## src/rtl/alu_acc_ctrl_pkg.sv

```systemverilog
`default_nettype none
// ============================================================================
//  Module      : alu_acc_ctrl_pkg
//  Description : Shared constants for the ALU+accumulator execution sequencer.
//                It holds the opcode map, the shift/load select encodings,
//                the sequencer state codes and the control-word structure.
//  Revision    : 1.0  initial release
// ============================================================================
package alu_acc_ctrl_pkg;

   // Decoded opcodes
   localparam logic [2:0] OP_NOP = 3'b000;
   localparam logic [2:0] OP_LDA = 3'b001;
   localparam logic [2:0] OP_ADD = 3'b010;
   localparam logic [2:0] OP_SUB = 3'b011;
   localparam logic [2:0] OP_AND = 3'b100;
   localparam logic [2:0] OP_MUL = 3'b101;
   localparam logic [2:0] OP_DIV = 3'b110;
   localparam logic [2:0] OP_OUT = 3'b111;

   // Accumulator half-register select encodings
   localparam logic [1:0] SEL_HOLD = 2'b00;
   localparam logic [1:0] SEL_SHR  = 2'b01;
   localparam logic [1:0] SEL_SHL  = 2'b10;
   localparam logic [1:0] SEL_LOAD = 2'b11;

   // Sequencer states
   localparam logic [3:0] ST_IDLE      = 4'd0;
   localparam logic [3:0] ST_EXEC      = 4'd1;
   localparam logic [3:0] ST_MUL_INIT  = 4'd2;
   localparam logic [3:0] ST_MUL_ADD   = 4'd3;
   localparam logic [3:0] ST_MUL_SHIFT = 4'd4;
   localparam logic [3:0] ST_DIV_INIT  = 4'd5;
   localparam logic [3:0] ST_DIV_SHIFT = 4'd6;
   localparam logic [3:0] ST_DIV_SUB   = 4'd7;
   localparam logic [3:0] ST_DONE      = 4'd8;

   // Complete registered output word of the sequencer
   typedef struct packed {
      logic       busy;
      logic       done;
      logic       acc_high_reset_p;
      logic       rd_en;
      logic       acc_in_select;
      logic [1:0] acc_high_select_in;
      logic [1:0] acc_low_select;
      logic       op_add;
      logic       op_sub;
      logic       op_mul;
      logic       op_div;
      logic       op_and;
   } ctrl_t;

endpackage : alu_acc_ctrl_pkg
`default_nettype wire

```

## src/rtl/alu_acc_ctrl_iter_counter.sv

```systemverilog
`default_nettype none
// ============================================================================
//  Module      : iter_counter
//  Description : Iteration counter for the MUL/DIV loops. It clears at the
//                start of an operation, advances once per loop pass and flags
//                the final pass (count == DATA_W-1).
//  Revision    : 1.0  initial release
// ============================================================================
module iter_counter #(
   parameter int DATA_W = 4,
   parameter int CNT_W  = 3
) (
   input  logic clk,
   input  logic reset_n,
   input  logic i_clear,
   input  logic i_incr,
   output logic o_last
);

   localparam logic [CNT_W-1:0] LAST_VAL = CNT_W'(DATA_W - 1);

   logic [CNT_W-1:0] r_count;

   // Clear has priority over increment; loops never run past LAST_VAL
   always_ff @(posedge clk) begin
      if (!reset_n) begin
         r_count <= '0;
      end else if (i_clear) begin
         r_count <= '0;
      end else if (i_incr) begin
         r_count <= r_count + CNT_W'(1);
      end
   end

   assign o_last = (r_count == LAST_VAL);

endmodule : iter_counter
`default_nettype wire

```

## src/rtl/alu_acc_ctrl.sv

```systemverilog
`default_nettype none
// ============================================================================
//  Module      : alu_acc_ctrl
//  Description : Execution sequencer for the ALU+accumulator block. Single-
//                cycle ops issue one control word. MUL (shift-add) and DIV
//                (shift-subtract) step the datapath through DATA_W passes.
//                Every output is registered and is decoded from the next state.
//                DATA_W must fit the counter: 2**CNT_W > DATA_W.
//  Revision    : 1.0  initial release
// ============================================================================
module alu_acc_ctrl
   import alu_acc_ctrl_pkg::*;
#(
   parameter int DATA_W = 4,
   parameter int CNT_W  = 3
) (
   input  logic       clk,
   input  logic       reset_n,
   input  logic       start,
   input  logic [2:0] opcode,
   output logic       busy,
   output logic       done,
   output logic       acc_high_reset_p,
   output logic       rd_en,
   output logic       acc_in_select,
   output logic [1:0] acc_high_select_in,
   output logic [1:0] acc_low_select,
   output logic       op_add,
   output logic       op_sub,
   output logic       op_mul,
   output logic       op_div,
   output logic       op_and
);

   logic [3:0] r_state;
   logic [3:0] w_state_next;
   logic [2:0] r_opcode;
   logic [2:0] w_op_eff;
   logic       w_accept;
   logic       w_cnt_clear;
   logic       w_cnt_incr;
   logic       w_cnt_last;
   ctrl_t      r_ctrl;
   ctrl_t      w_ctrl_next;

   // Control word presented while the sequencer sits in state st
   function automatic ctrl_t decode_ctrl(input logic [3:0] st, input logic [2:0] op);
      ctrl_t c;
      c = '0;
      case (st)
         ST_EXEC: begin
            c.busy = 1'b1;
            case (op)
               OP_LDA: begin
                  c.acc_in_select  = 1'b0;
                  c.acc_low_select = SEL_LOAD;
               end
               OP_ADD: begin
                  c.op_add             = 1'b1;
                  c.acc_in_select      = 1'b1;
                  c.acc_high_select_in = SEL_LOAD;
               end
               OP_SUB: begin
                  c.op_sub             = 1'b1;
                  c.acc_in_select      = 1'b1;
                  c.acc_high_select_in = SEL_LOAD;
               end
               OP_AND: begin
                  c.op_and             = 1'b1;
                  c.acc_in_select      = 1'b1;
                  c.acc_high_select_in = SEL_LOAD;
               end
               OP_OUT:  c.rd_en = 1'b1;
               default: ;
            endcase
         end
         ST_MUL_INIT, ST_DIV_INIT: begin
            c.busy             = 1'b1;
            c.acc_high_reset_p = 1'b1;
         end
         ST_MUL_ADD: begin
            c.busy          = 1'b1;
            c.op_mul        = 1'b1;
            c.acc_in_select = 1'b1;
         end
         ST_MUL_SHIFT: begin
            c.busy               = 1'b1;
            c.acc_high_select_in = SEL_SHR;
            c.acc_low_select     = SEL_SHR;
         end
         ST_DIV_SHIFT: begin
            c.busy               = 1'b1;
            c.acc_high_select_in = SEL_SHL;
            c.acc_low_select     = SEL_SHL;
         end
         ST_DIV_SUB: begin
            c.busy          = 1'b1;
            c.op_div        = 1'b1;
            c.acc_in_select = 1'b1;
         end
         ST_DONE: begin
            c.busy = 1'b1;
            c.done = 1'b1;
         end
         default: ;
      endcase
      return c;
   endfunction

   assign w_accept = (r_state == ST_IDLE) && start;
   // The word for EXEC is decoded on the accepting edge, before r_opcode updates
   assign w_op_eff = w_accept ? opcode : r_opcode;

   // Counter clears on leaving an INIT state and advances once per loop pass
   assign w_cnt_clear = (r_state == ST_MUL_INIT) || (r_state == ST_DIV_INIT);
   assign w_cnt_incr  = (r_state == ST_MUL_SHIFT) || (r_state == ST_DIV_SUB);

   iter_counter #(
      .DATA_W (DATA_W),
      .CNT_W  (CNT_W)
   ) u_iter_counter (
      .clk     (clk),
      .reset_n (reset_n),
      .i_clear (w_cnt_clear),
      .i_incr  (w_cnt_incr),
      .o_last  (w_cnt_last)
   );

   // Next-state logic; start outside IDLE is dropped
   always_comb begin
      w_state_next = r_state;
      case (r_state)
         ST_IDLE: begin
            if (start) begin
               case (opcode)
                  OP_MUL:  w_state_next = ST_MUL_INIT;
                  OP_DIV:  w_state_next = ST_DIV_INIT;
                  default: w_state_next = ST_EXEC;
               endcase
            end
         end
         ST_EXEC:      w_state_next = ST_DONE;
         ST_MUL_INIT:  w_state_next = ST_MUL_ADD;
         ST_MUL_ADD:   w_state_next = ST_MUL_SHIFT;
         ST_MUL_SHIFT: w_state_next = w_cnt_last ? ST_DONE : ST_MUL_ADD;
         ST_DIV_INIT:  w_state_next = ST_DIV_SHIFT;
         ST_DIV_SHIFT: w_state_next = ST_DIV_SUB;
         ST_DIV_SUB:   w_state_next = w_cnt_last ? ST_DONE : ST_DIV_SHIFT;
         ST_DONE:      w_state_next = ST_IDLE;
         default:      w_state_next = ST_IDLE;
      endcase
   end

   // Outputs are decoded from the next state so they line up with r_state
   always_comb begin
      w_ctrl_next = decode_ctrl(w_state_next, w_op_eff);
   end

   // State, latched opcode and output registers
   always_ff @(posedge clk) begin
      if (!reset_n) begin
         r_state  <= ST_IDLE;
         r_opcode <= OP_NOP;
         r_ctrl   <= '0;
      end else begin
         r_state <= w_state_next;
         r_ctrl  <= w_ctrl_next;
         if (w_accept) begin
            r_opcode <= opcode;
         end
      end
   end

   assign busy               = r_ctrl.busy;
   assign done               = r_ctrl.done;
   assign acc_high_reset_p   = r_ctrl.acc_high_reset_p;
   assign rd_en              = r_ctrl.rd_en;
   assign acc_in_select      = r_ctrl.acc_in_select;
   assign acc_high_select_in = r_ctrl.acc_high_select_in;
   assign acc_low_select     = r_ctrl.acc_low_select;
   assign op_add             = r_ctrl.op_add;
   assign op_sub             = r_ctrl.op_sub;
   assign op_mul             = r_ctrl.op_mul;
   assign op_div             = r_ctrl.op_div;
   assign op_and             = r_ctrl.op_and;

endmodule : alu_acc_ctrl
`default_nettype wire

```

## config.mk

```make
export PLATFORM = sky130hd
export DESIGN_NAME = alu_acc_ctrl
export DESIGN_NICKNAME = d
export VERILOG_FILES = /design/src/rtl/alu_acc_ctrl_pkg.sv /design/src/rtl/alu_acc_ctrl_iter_counter.sv /design/src/rtl/alu_acc_ctrl.sv
export SDC_FILE = /design/constraint.sdc
export NUM_CORES = 1
export LEC_CHECK = 0
export ABC_AREA = 1
export BUFFER_PORTS_ARGS = -buffer_cell sky130_fd_sc_hd__buf_2
export CAP_MARGIN = 15
export CORE_UTILIZATION = 55
export DETAILED_ROUTE_END_ITERATION = 8
export PLACE_DENSITY = 0.83
export SETUP_SLACK_MARGIN = 0.3
export SYNTH_ARGS = -nofsm -noshare
export SYNTH_HDL_FRONTEND = slang
export SYNTH_SLANG_ARGS = --single-unit
```

## constraint.sdc

```tcl
create_clock -name clk -period 3.3 [get_ports clk]
set_input_delay 0.165 -clock clk [delete_from_list [all_inputs] [get_ports clk]]
set_output_delay 0.165 -clock clk [all_outputs]
set_load 0.02 [all_outputs]
```

# --- Word level (Yosys, flattened, before mapping) ---
# Cells that the tools add are included.
op_classes:
  add_sub_neg: 1
  eq_ne: 23
  reduce_logical: 10
  mux: 20
  bitwise: 1
op_table:
  columns: ["operator", "n"]
  rows:
  - ["4-bit by 3-bit equality test with 1-bit output (second input constant)", 8]
  - ["4-bit case mux with 8 select lines", 1]
  - ["4-bit by 2-bit equality test with 1-bit output (second input constant)", 4]
  - ["3-bit equality test (second input constant)", 4]
  - ["4-bit 2-to-1 mux", 3]
  - ["4-bit case mux with 3 select lines", 1]
  - ["1-bit 2-to-1 mux", 10]
  - ["3-bit by 2-bit equality test with 1-bit output (second input constant)", 3]
  - ["4-bit by 1-bit equality test with 1-bit output (second input constant)", 2]
  - ["8-bit OR reduction", 1]
  - ["3-bit case mux with 2 select lines", 1]
  - ["2-bit OR reduction", 3]
  - ["4-bit equality test (second input constant)", 1]
  - ["4-bit logical NOT", 1]
  - ["2-bit 2-to-1 mux", 2]
  - ["3-bit by 1-bit adder with 3-bit output (second input constant)", 1]
  - ["3-bit by 1-bit equality test with 1-bit output (second input constant)", 1]
  - ["3-bit 2-to-1 mux", 1]
  - ["3-bit OR reduction", 1]
  - ["1-bit logical OR", 2]
  - ["1-bit case mux with 2 select lines", 1]
  - ["2-bit AND reduction", 1]
  - ["1-bit logical AND", 1]
  - ["1-bit NOT", 1]
totals:
  elab_cells: 70
  output_inout_bits: 14
  ff_bits: 24
  input_bits: 6

# --- Logic depth before layout (Yosys ltp) ---
# Gate-level depths: netlist of the first run.
logic_depth:
  word_depth: 7
  ltp_mapped: 11
  ltp_nobuf: 11

# --- Hierarchy ---
# Synthesis of the first run repeated with hierarchy kept, for this count alone.
hier_totals:
  cells_unflattened: 152
  area_unflattened_um2: 1176.1
by_module_without_submodules:
  columns: ["mod", "area_each_um2", "cells_per_inst", "seq_area_each_um2", "n_inst"]
  rows:
  - ["alu_acc_ctrl", 1029.7, 132, 420.4, 1]
  - ["iter_counter", 146.4, 20, 60.1, 1]

# --- Least setup slack after synthesis of the first run ---
# OpenSTA, ideal clock, no wires.
synth_timing:
  path_kind: "register -> register"
  start: "register u_iter_counter.r_count[0]"
  end: "register r_ctrl, in the netlist busy"
  required_time_ns: 3.172
  t_arrival_ns: 1.330
  stages_incl_launch_ff: 10
  period_less_slack_ns: 1.458
  slack_ns: 1.842
  path_buffers: 0
  setup_ns: 0.128
  path_cell_list: "dfxtp_1 -> ha_1 -> ha_1 -> nand3_1 -> nand3_1 -> nand2_1 -> nor2_4 -> nand2_1 -> nor3_1 -> nor2_1"
synth_between:
  elab_chain_cells: 6
  elab_cells_between_ends: 14
  classes_between: "eq/ne: 9; mux: 4; reduce/logical: 1"
synth_rtl:
  columns: ["item", "line_no", "text"]
  rows:
  - ["start: declaration", "alu_acc_ctrl_iter_counter.sv:22", "logic [CNT_W-1:0] r_count;"]
  - ["start signal: assignment", "alu_acc_ctrl_iter_counter.sv:31", "r_count <= r_count + CNT_W'(1);"]
  - ["3-bit by 2-bit equality test with 1-bit output (*)", "alu_acc_ctrl_iter_counter.sv:35", "assign o_last = (r_count == LAST_VAL);"]
  - ["4-bit 2-to-1 mux, on equally long branches", "alu_acc_ctrl.sv:145, alu_acc_ctrl.sv:148", null]
  - ["4-bit case mux with 8 select lines (*)", "alu_acc_ctrl.sv:132", "case (r_state)"]
  - ["4-bit equality test, or another cell as far along", "alu_acc_ctrl.sv:50", "case (st)"]
  - ["8-bit OR reduction (no line) (*)", null, null]
  - ["1-bit 2-to-1 mux (*)", "alu_acc_ctrl.sv:50", null]
  - ["end signal: assignment", "alu_acc_ctrl.sv:167", "r_ctrl <= w_ctrl_next;"]
  - ["end: declaration", "alu_acc_ctrl.sv:43", "ctrl_t r_ctrl;"]
# Every way passes the cells marked *; elsewhere a longest branch is shown, timed or not.
# A chain may end at the register's enable or synchronous reset.

# --- Worst setup path in the final report of the first run ---
layout_timing:
  start: "register u_iter_counter.r_count[0]"
  end: "register r_ctrl, in the netlist acc_low_select[0]"
layout_between:
  elab_chain_cells: 5
  elab_cells_between_ends: 8
  classes_between: "eq/ne: 4; mux: 4"
layout_rtl:
  columns: ["item", "line_no"]
  rows:
  - ["3-bit by 2-bit equality test with 1-bit output (*)", "alu_acc_ctrl_iter_counter.sv:35"]
  - ["4-bit 2-to-1 mux, on equally long branches", "alu_acc_ctrl.sv:145, alu_acc_ctrl.sv:148"]
  - ["4-bit case mux with 8 select lines (*)", "alu_acc_ctrl.sv:132"]
  - ["4-bit by 3-bit equality test with 1-bit output / 4-bit by 1-bit equality test with 1-bit output (equally long branches)", "alu_acc_ctrl.sv:50"]
  - ["4-bit case mux with 3 select lines (*)", "alu_acc_ctrl.sv:50"]
# Marks and branches as above.

==> flow_summary_export.csv, run 1 <==
group,metric,value,unit
job,max-cap-violations,0,
power_and_ir_drop,switchingPower,231,uW
power_and_ir_drop,power.density,539,nW/um^2
cells_and_area,diodes,0,
cells_and_area,fin_util,70.0,%
route,vias,935,
outcome,status,"complete, no violations",
sta,setup_viol,0,
cells_and_area,drive_gt1_share,22.6,%
sta,period_minus_slack,1.70,ns
power_and_ir_drop,comb_power_share,27.9,%
cells_and_area,register_area,480,sq um
sta,slew_headroom,57.0,%
cells_and_area,stdcell_count,193,
clocking,hold_buffers,0,
sta,final-hold-violation-count,0,
grt,antenna_found_initial,0,
worst_hold_path,hold_class,"primary input to flip-flop",
worst_setup_path,cp.required,3.56,ns
worst_setup_path,path_max_fanout,5,
route,final_antenna_net_count,0,
place,io_buffers,19,
power_and_ir_drop,seqPwrFrac,49.2,%
clocking,cts_buffers,3,
sta,slew_viol_final,0,
route,avgRoutedWirePerCell,10.3,microns
floorplanning,die_h,46.5,microns
floorplanning,die_x,46.5,microns
floorplanning,design.core.area,1780,sq um
power_and_ir_drop,leakage,0.000671,uW
worst_setup_path,setup.worst_path.class,"flip-flop to flip-flop",
worst_setup_path,cpPeakStageDelay,0.37,ns
clocking,clock-sinks,24,
route,drt-pass1-iter-count,4,
route,viasPerCell,4.84,
synth,seq_area_frac_synth,44.1,%
sta,rsz0062_at_grt,"false",
route,wl,1980,microns
sta,worst_pin_slew,0.637,ns
synth,synthMuxAreaShare,0,%
worst_setup_path,slowest_stage,"dfxtp_1",
floorplanning,io_pins,20,
place,place_congestion,0.908,
worst_setup_path,cpMostUsedCell,"nor2_1",
synth,syn_area_per_cell,7.46,sq um
sta,timing.setup.tns,0,ns
floorplanning,row_count,15,
grt,grt_max_degree,14,
grt,overflow,0,
worst_setup_path,crit_path_start_kind,"flip-flop",
floorplanning,die_area,2160,sq um
clocking,htree_num_levels,1,
worst_setup_path,crit_chain,"ha_1 -> ha_1 -> nand3_1 -> nand3_1 -> nand2_1 -> nor2_4 -> nand3_2 -> nor2_1 -> nor2_1 -> nor2_1",
cells_and_area,num-fill-cells,153,
grt,grtUsageTotal,22.1,%
clocking,clk_pin_slew,0.13,ns
synth,syn_area,1090,sq um
place,dp.cells,189,
grt,grt_pass1_wl,3390,microns
cells_and_area,layout-area-overhead-vs-synth,14.6,%
synth,synthXorXnorAreaFrac,0.805,%
place,placed_area,1210,sq um
clocking,cts_buffer_depth,2,
synth,yosys.area_share.simple,40.0,%
route,drt_iter0_drc,14,
power_and_ir_drop,sw_frac_of_total,34.3,%
cells_and_area,final_nets,177,
synth,synth-adder-area-share,2.30,%
synth,postSynthCellCount,146,
clocking,cts_setup_buffers,0,
grt,grt_pass1_vias,872,
clocking,cts_tree,"yes",
route,drc,0,
sta,fmax,589,MHz
cells_and_area,stdcell_area,1250,sq um
synth,synth-seq-cells,24,
power_and_ir_drop,p_int,441,uW
synth,synth_compound_area_share,4.83,%
sta,clock_skew,0.00784,ns
synth,ys_warn_count,0,
worst_setup_path,arrival,1.96,ns
clocking,clk_latency,0.32,ns
cells_and_area,multi_input_area,522,sq um
clocking,clockRootBuffer,"clkbuf_4",
synth,syn_nets,154,
place,dpl.hpwl,1600,microns
synth,synth_top_family_by_area,"simple AND/OR/NAND/NOR gates",
sta,finalCritPeriodShare,51.5,%
clocking,postCtsResizedCells,0,
synth,synth_cell_types,25,
power_and_ir_drop,ir_worst_vdd,0.444,mV
power_and_ir_drop,pwr-share-clk,22.9,%
worst_setup_path,end_kind,"flip-flop",
floorplanning,initial_utilization,61.1,%
-- cell usage in the layout (no fill, tap or decap), types with 2 or more instances in the layout --
cell type and instances:
nor2_4 5, ha_1 2, nand3_1 10, dfxtp_1 24, nand2_2 2, nor3_1 3, nor2_1 23, clkbuf_4 3
inv_2 2, buf_2 19, a21oi_1 5, nand4_1 5, inv_1 20, nand2_1 32
-- layout make-up --
| class | instances | share of cell area, % |
|---|---|---|
| timing repair buffer | 19 | 7.62 |
| inverter | 22 | 6.62 |
| tap | 25 | 2.51 |
| clock buffer | 4 | 2.91 |
| sequential | 24 | 38.5 |
| multi-input combinational | 99 | 41.8 |
-- cells in the mapped netlist --
cell      count  area, sq um
a21oi_1       5         25.0
o21ai_0       1         5.00
o311ai_0      1         8.76
inv_1        20         75.1
nand3b_1      1         7.51
nor2_1       23         86.3
nor3_1        3         15.0
nand3_2       1         10.0
nand2_1      32          120
or2_0         1         6.26
nand2_2       2         12.5
xor2_1        1         8.76
dfxtp_1      24          480
nor2_2        1         6.26
o21ai_1       1         5.00
ha_1          2         25.0
nand3_1      10         50.1
nand4_1       5         31.3
nor3_2        1         10.0
nand3_4       1         17.5
clkbuf_1      1         3.75
a21oi_2       1         8.76
inv_2         2         7.51
or2_2         1         6.26
nor2_4        5         56.3
-- kinds of logic after synthesis --
kind of cell,after synthesis
xor+xnor,1
flops,24
simple gates,87
compound gates,9
buf+inv,23
fa+ha+maj,2
-- sequential cells by signal, summed over array words and instances (netlist names) --
register and cells:
acc_high_reset_p 1, acc_high_select_in 2, acc_in_select 1, acc_low_select 2, busy 1, done 1
op_add 1, op_and 1, op_div 1, op_mul 1, op_sub 1, r_opcode 3
r_state 4, rd_en 1, u_iter_counter.r_count 3
-- worst max-delay path, delay by kind of cell, from the launching register on --
kind	cells	cell delay, ns
adder cells (fa/ha/maj)	2	0.37
flip-flops	1	0.37
AND/OR/NAND/NOR	8	0.90
-- power groups by stage --
stage	Combinational [uW]	Clock (uW)	Sequential (uW)
finish	187	154	331
global route	215	167	334
CTS	188	156	331
detailed placement	186	0	337
global placement	181	0	336
floorplan	125	0	354
-- per-layer routing --
layer  vias up  global-route usage (%)  wire length (microns)
met5         -                       0                      0
met4         0                    7.65                     29
met3         5                    6.27                     76
met2        20                    38.6                    965
met1       407                    25.2                    912
li1        503                       -                      -
-- per-stage QoR --
stage          setup slack, ns  power (uW)  hold WS (ns)
3_5_place_dp              1.64         524         0.464
4_1_cts                   1.61         675         0.122
2_1_floorplan             1.84         479         0.292
3_3_place_gp              1.76         518         0.449
5_1_grt                   1.43         716         0.121
6_report                  1.60         672         0.125
-- final timing paths --
check,startpoint,end,slack (ns),cells past startpoint
max,u_iter_counter.r_count[0],acc_low_select[0],1.60,10
min,opcode[0],acc_high_reset_p,0.12,4
max reg2reg,u_iter_counter.r_count[0],acc_low_select[0],1.60,10
min reg2reg,u_iter_counter.r_count[1],u_iter_counter.r_count[1],0.48,2
No activity file was read; power rests on OpenSTA's default activity.
==> inputs of run 2 (changes only) <==
ABC_AREA = 0   (was 1)
CORE_UTILIZATION = 52   (was 55)
PLACE_DENSITY = 0.8   (was 0.83)
clock period = 1.7 ns   (was 3.3 ns; I/O delays follow)
==> run 2 against run 1 <==
- non-clock buffer count up 13
- worst setup slack lost 1.5 ns
- flip-flop and latch count fell by 3
- register-to-register slack lost 1.5 ns
- clock skew decreased by 0.00083 ns
- synthesized cell count decreased by 26%
- count of clock-buffer cells in the layout shrank 1
- routed wire length up 20%
- critical path depth shrank 4
- die area decreased by 3.4%
- maximum frequency rose by 5.8%
- clock power rose by 53%
- critical endpoint is now busy
- highest routed layer unchanged
==> flow_summary_export.csv, run 2 <==
group,metric,value,unit
synth,synthXorXnorAreaFrac,0.883,%
route,wl,2370,microns
place,dp.cells,152,
clocking,clk_latency,0.31,ns
synth,yosysMostFrequentCell,"dfxtp_1",
grt,grt_pass1_vias,833,
clocking,cts_buffer_depth,2,
synth,syn_area_per_cell,9.19,sq um
power_and_ir_drop,ir_worst_vdd,0.601,mV
grt,overflow,0,
route,drc,0,
place,dpl.hpwl,1510,microns
sta,rsz0062_at_grt,"true",
worst_setup_path,arrival,1.86,ns
synth,yosysTopAreaCellShare,42.4,%
sta,period_minus_slack,1.60,ns
grt,antenna_found_initial,0,
grt,grt_pass1_wl,3850,microns
cells_and_area,regMostFlops,"r_state",
route,viasPerCell,5.77,
synth,synth_cell_types,45,
worst_setup_path,rrSetupSlack,0.1,ns
power_and_ir_drop,power.total,1020,uW
sta,slew_headroom,73.8,%
sta,setup_viol,0,
synth,synth-adder-area-share,2.52,%
synth,synth_top_family_by_area,"simple AND/OR/NAND/NOR gates",
synth,synth_edf_count,0,
cells_and_area,layout_common_cells,"buf_2, dfxtp_1, buf_4",
sta,clock_skew,0.00701,ns
synth,synth_compound_area_share,17.4,%
synth,synthFlopType,"dfxtp_1",
outcome,status,"complete, no violations",
route,avgRoutedWirePerCell,14.6,microns
floorplanning,die_x,45.7,microns
synth,synth-seq-cells,21,
grt,grtUsageTotal,26.1,%
sta,worst_pin_slew,0.393,ns
synth,synth.largest_area_cell,"dfxtp_1",
synth,yosys.area_share.simple,31.4,%
grt,grt_max_degree,13,
sta,timing.setup.tns,0,ns
place,place_congestion,0.850,
route,drt_iter0_drc,27,
synth,synthMuxAreaShare,1.01,%
route,drt-pass1-iter-count,4,
floorplanning,initial_utilization,56.2,%
worst_hold_path,hold_class,"primary input to flip-flop",
sta,finalCritPeriodShare,94.4,%
sta,slew_viol_final,0,
worst_setup_path,setup.worst_path.class,"flip-flop to flip-flop",
power_and_ir_drop,leakage,0.000549,uW
floorplanning,design.core.area,1760,sq um
synth,synth.area.top_cells,"dfxtp_1, a22oi_1, nor3_2, nand2_1, nor2_1",
synth,postSynth.asyncResetShare,0,%
clocking,htree_num_levels,1,
worst_setup_path,crit_path_start_kind,"flip-flop",
clocking,clk_pin_slew,0.11,ns
job,max-cap-violations,0,
clocking,clock-sinks,21,
floorplanning,die_area,2090,sq um
sta,fmax,623,MHz
clocking,clockRootBuffer,"clkbuf_4",
clocking,cts_tree,"yes",
cells_and_area,diodes,0,
cells_and_area,final_nets,147,
worst_setup_path,cp.required,1.96,ns
floorplanning,io_pins,20,
cells_and_area,layout-area-overhead-vs-synth,37.2,%
route,vias,941,
synth,ys_warn_count,0,
sta,hold_ws,0.0688,ns
synth,synthTopCellsByCount,"dfxtp_1, nand2_1, nor2_1",
cells_and_area,drive_gt1_share,48.6,%
floorplanning,row_count,15,
synth,syn_area,992,sq um
cells_and_area,top_regs,"r_state: 4 flops, u_iter_counter.r_count: 3 flops",
power_and_ir_drop,power.density,746,nW/um^2
synth,seq_area_frac_synth,42.4,%
clocking,hold_buffers,0,
synth,syn_nets,116,
cells_and_area,num-fill-cells,135,
worst_setup_path,end_kind,"flip-flop",
clocking,cts_buffers,3,
cells_and_area,largest_reg_flops,4,
cells_and_area,layout_commonest_cell,"buf_2",
sta,final-hold-violation-count,0,
place,io_buffers,19,
route,final_antenna_net_count,0,
floorplanning,die_h,45.7,microns
synth,postSynthCellCount,108,
worst_setup_path,path_max_fanout,4,
cells_and_area,stdcell_count,163,
run 2: area by class of cell:
type | instances | area (sq um) | area share [%]
clock buffers | 3 | 22.5 | 1.65
clock inverters | 1 | 5.00 | 0.368
inverters | 4 | 15.0 | 1.10
multi-input cells | 77 | 648 | 47.6
flip-flops and latches | 21 | 432 | 31.7
well taps | 25 | 31.3 | 2.30
repair buffers | 32 | 208 | 15.3
run 2: worst max-delay path, cell delays in order (launching register included):
cell	delay, ns
dfxtp_2	0.35
ha_4	0.16
ha_4	0.16
and4_4	0.16
or4_4	0.51
o221ai_2	0.08
o31a_1	0.14
run 2: worst paths after layout:
path	start	endpoint	depth (start not counted)
worst max register to register	u_iter_counter.r_count[1]	busy	6
worst min-delay path	opcode[2]	op_add	2
worst max-delay path	u_iter_counter.r_count[1]	busy	6
worst min register to register	r_state[3]	r_state[3]	1
run 2: cells by family (layout without fill, tap and decap cells):
group                    Yosys count  count (layout)
AO/OA/AOI/OAI                     24              24
XOR/XNOR                           1               1
adder cells (fa/ha/maj)            2               2
buffers and inverters             10              40
flip-flops                        21              21
multiplexers                       1               1
AND/OR/NAND/NOR                   49              49
run 2: per-layer routing:
layer | routed length, microns | global-route usage, % | up-vias
met2 | 1170 | 43.1 | 41
met3 | 153 | 7.94 | 7
met4 | 38 | 8.48 | 0
met1 | 1010 | 32.2 | 439
li1 | - | - | 454
met5 | 0 | 0 | -
run 2: through the flow:
step / setup WS (ns) / util, % / area [sq um]
2_1_floorplan: 0.116 / - / 1030
3_3_place_gp: 0.0812 / 66.7 / 1180
3_5_place_dp: 0.0720 / 66.7 / 1180
4_1_cts: 0.103 / 73.4 / 1290
5_1_grt: 0.0419 / 77.2 / 1360
6_report: 0.0952 / 77.2 / 1360
run 2: report_power, final:
part,switching [uW],total [uW],internal [uW]
Sequential,11.5,522,511
Clock,147,235,87.9
Combinational,149,259,110
Total,307,1020,709
run 2: timing repair:
item	4_1_cts	5_1_grt
buffers inserted	4	3
setup endpoints to repair	17	20
gates resized for setup	14	12
pin swaps	16	7
